<file path="config.mk">
export PLATFORM = sky130hd
export DESIGN_NAME = dii_packet_framer
export DESIGN_NICKNAME = d
export VERILOG_FILES = /design/src/rtl/dii_packet_framer.sv
export SDC_FILE = /design/constraint.sdc
export NUM_CORES = 1
export LEC_CHECK = 0
export ABC_AREA = 1
export BUFFER_PORTS_ARGS = -buffer_cell sky130_fd_sc_hd__buf_4
export CAP_MARGIN = 5
export CORE_UTILIZATION = 34
export CTS_BUF_LIST = sky130_fd_sc_hd__clkbuf_8
export CTS_CLUSTER_SIZE = 30
export DETAILED_ROUTE_END_ITERATION = 10
export PLACE_DENSITY = 0.77
export SYNTH_ARGS = -nofsm -noshare
export SYNTH_HDL_FRONTEND = slang
export SYNTH_SLANG_ARGS = --single-unit
</file>
<file path="constraint.sdc">
create_clock -name clk -period 1.35 [get_ports clk]
set_clock_uncertainty 0.1 [all_clocks]
set_input_delay 0.135 -clock clk [delete_from_list [all_inputs] [get_ports clk]]
set_output_delay 0.135 -clock clk [all_outputs]
set_load 0.005 [all_outputs]
</file>
<file path="src/rtl/dii_packet_framer.sv">
// Frames each DII packet from a full-packet buffer as a length header word followed by its payload.
// Optional length checking is enabled by defining DII_PACKET_FRAMER_LENCHK_EN.
package dii_framer_pkg;
  typedef struct packed {
    logic        valid;
    logic        last;
    logic [15:0] data;
  } dii_flit;
endpackage

module dii_packet_framer #(
  parameter int BUF_SIZE = 4
) (
  input  logic                      clk,
  input  logic                      rst,
  input  logic [$clog2(BUF_SIZE):0] packet_size,
  input  dii_framer_pkg::dii_flit   flit_in,
  output logic                      flit_in_ready,
  output logic [15:0]               word_out,
  output logic                      word_out_valid,
  input  logic                      word_out_ready,
  output logic                      busy,
  output logic                      len_err
);
  localparam int LW = $clog2(BUF_SIZE) + 1;

  typedef enum logic [1:0] {IDLE, HEADER, PAYLOAD} state_t;

  state_t        state;
  state_t        state_nxt;
  logic [LW-1:0] len;
  logic          start;
  logic          fire;

  // A packet is only started once the buffer reports a non-empty head packet.
  assign start = flit_in.valid && (packet_size != '0);
  assign fire  = (state == PAYLOAD) && flit_in.valid && word_out_ready;

  always_ff @(posedge clk) begin
    if (rst) state <= IDLE;
    else     state <= state_nxt;
  end

  always_comb begin
    state_nxt = state;
    case (state)
      IDLE:    if (start) state_nxt = HEADER;
      HEADER:  if (word_out_ready) state_nxt = PAYLOAD;
      PAYLOAD: if (fire && flit_in.last) state_nxt = IDLE;
      default: state_nxt = IDLE;
    endcase
  end

  always_comb begin
    flit_in_ready  = 1'b0;
    word_out_valid = 1'b0;
    word_out       = '0;
    busy           = 1'b0;
    case (state)
      HEADER: begin
        word_out       = 16'(len);
        word_out_valid = 1'b1;
        busy           = 1'b1;
      end
      PAYLOAD: begin
        word_out       = flit_in.data;
        word_out_valid = flit_in.valid;
        flit_in_ready  = word_out_ready;
        busy           = 1'b1;
      end
      default: ;
    endcase
  end

  always_ff @(posedge clk) begin
    if (rst)                        len <= '0;
    else if (state == IDLE && start) len <= packet_size;
  end

`ifdef DII_PACKET_FRAMER_LENCHK_EN
  logic [LW-1:0] cnt;
  logic          len_err_q;

  // cnt tracks flits still owed by packet_size; the `last` flag alone ends framing.
  always_ff @(posedge clk) begin
    if (rst) begin
      cnt       <= '0;
      len_err_q <= 1'b0;
    end else begin
      if (state == IDLE && start)   cnt <= packet_size;
      else if (fire && cnt != '0)   cnt <= cnt - LW'(1);
      if (fire && ((flit_in.last && cnt != LW'(1)) || (!flit_in.last && cnt <= LW'(1))))
        len_err_q <= 1'b1;
    end
  end

  assign len_err = len_err_q;
`else
  assign len_err = 1'b0;
`endif

endmodule

</file>
==> results.cfg <==
[critical_path]
critPathSlowestCell = dfxtp_2
worstReg2RegEnd = state[0]
r2r_slack_ps = -60
path_cells = inv_4, ha_4, buf_6, inv_6, a21oi_2, buf_4
r2r_cells = 9
worstPathRequired_ps = 1120
critPathTopFamily = flip-flops
end_kind = primary output
reg2reg_from = state[1]
critical_path_buf_inv_count = 4
cp-start-kind = flop
crit_type = reg2out
max_stage_delay_ps = 340
worstPathMaxFanout = 4
worst_ep_arrival_time_ps = 1300

[drt]
viasPerCell = 4.49
wl_met1_um = 582
route.top_layer_used = met4
dr_wl_met3_um = 191
dr_wl_met2_um = 984
routedWlPerCell_um = 12.0
vias = 674
drt-total-wl_um = 1800
firstDrtPassIters = 2
drc_errors = 0
ant_nets = 0
drt_iter0_drc = 3

[logic_synthesis]
yosysMostFrequentCell = nand2_1
synthesis.nets = 112
syn_area_per_cell_um2 = 5.99
synthTopCellsByCount = nand2_1, inv_1, nor2_1
yosys-top-cells-area = dfxtp_1, nand2_1, inv_1
synth_ff_type = dfxtp_1
yosysTopAreaCellShare_pct = 19.9
synthDistinctLibCells = 18
synthArstFlopShare_pct = 0
synth_edf_count = 0
ys_warn_count = 0
seq_area_frac_synth_pct = 19.9
syn-cell-area_um2 = 503
synth.largest_area_cell = dfxtp_1
ys_ff_latch = 5
synthCells = 84

[worst_hold_path]
hp-start = rst
hold_path_end = state[0]
hold_path.class = in2reg
holdPathStages = 2

[status]
violations = setup timing
run_status = finished with violations

[global_routing]
grt_max_degree = 14
antenna_found_initial = 0
grt_pass1_vias = 599
grt_usage_pct = 22.0
grt_overflow = 0
grt_pass1_wl_um = 2350

[floorplanning]
core_um2 = 1330
die-area_um2 = 1640
ios = 44
dieWidth_um = 40.5
dieHeight_um = 40.5
num_rows = 13
initial_utilization_pct = 37.7

[timing]
finalCritPeriodShare_pct = 114
hold_violations = 0
rsz0062_at_grt = yes
drv_slew = 0
fin_ws_ps = -183
setup_viol_count_final = 21
fmax_mhz = 653
finalCriticalPeriod_ps = 1530

[power_and_ir_drop]
p_per_area_nw_per_um2 = 767
ir_worst_vdd_v = 0.000555
p_leak_nw = 0.573

[clock_network]
cts_root_buffer = clkbuf_8
cts_hold_buffers = 0
clk_latency_ps = 220
cts_buffers = 3
ctsLongestPathBuffers = 2
cts-htree-levels = 1
cts.reportedPaths.clkPinSlew_ps = 30
cts.sinks = 5
cts_tree = built

[placed_design]
globalplace.congestion = 0.758
io_buffers = 42
dpl.hpwl_um = 1130
pre_cts_slack_ps = -180

[final_layout]
n_antenna_cell = 0
fill_cells = 90
multi_input_area_um2 = 412
final_nets = 164
area_delta_synth_final_pct = 112
seqCellArea_um2 = 103
drive_above_1_share_pct = 65.2
final_core_util_pct = 79.9

[run]
drv_cap = 0
## where the power goes
part           switching, mW  internal (mW)
combinational          0.183          0.197
clock                 0.0685          0.194
sequential            0.0109          0.164
total                  0.263          0.555
## sequential cells by signal, summed over array words and instances, names as in the netlist
name,flops
state,2
len,3
## per-stage QoR
stage                     power, mW  area (um^2)  hold WS, ps  setup TNS [ps]  instances
after floorplan               0.304          503         97.4               0         84
after global placement        0.421          848          238           -1110        141
after detailed placement      0.425          848          241           -1880        141
after CTS                     0.793         1020         4.89           -2080        149
after global routing          0.869         1070         10.1           -3540        150
final                         0.818         1070         9.83           -2540        150
## per-layer routing
layer  vias to the layer above  global-route usage (%)
met2                        37                    44.0
li1                        343                       -
met4                         0                    12.5
met5                         -                       0
met1                       290                    20.3
met3                         4                    3.33
## what timing repair did
item / in CTS / in global routing
cloned: 0 / 0
endpoints found under the setup margin: 21 / 21
gates resized for setup: 28 / 12
buffers inserted: 4 / 1
pin swaps: 9 / 3
## layout by cell type (no fill, tap or decap), types with 4 or more instances in the layout
cell type,count
buf_6,4
nor2_2,5
a21oi_2,6
nand2_1,14
nor2_4,4
inv_1,16
nor2_1,9
nand2_2,5
buf_4,45
## kinds of logic after synthesis
kind of cell | share of synthesized area [%]
compound gates | 13.7
fa+ha+maj | 9.95
buf+inv | 19.7
flops | 19.9
other cells | 0.746
simple gates | 36.1
## worst max-delay path by stage
| stage | cells past startpoint | startpoint | to | slack (ps) |
|---|---|---|---|---|
| finish | 6 | state[0] | word_out[0] | -180 |
| global route | 6 | state[0] | word_out[0] | -210 |
| CTS | 6 | state[1] | word_out[1] | -130 |
| detailed placement | 5 | state[1] | word_out[9] | -180 |
| global placement | 5 | state[1] | word_out[3] | -80 |
| floorplan | 8 | state[0] | state[1] | 5 |
## area by class of cell
type | count | share of cell area, %
Clock inverter | 1 | 0.352
Multi-Input combinational cell | 56 | 38.6
Timing Repair Buffer | 50 | 37.8
Clock buffer | 3 | 3.87
Inverter | 20 | 7.98
Tap cell | 15 | 1.76
Sequential cell | 5 | 9.62
No activity file was read; power rests on OpenSTA's default activity.
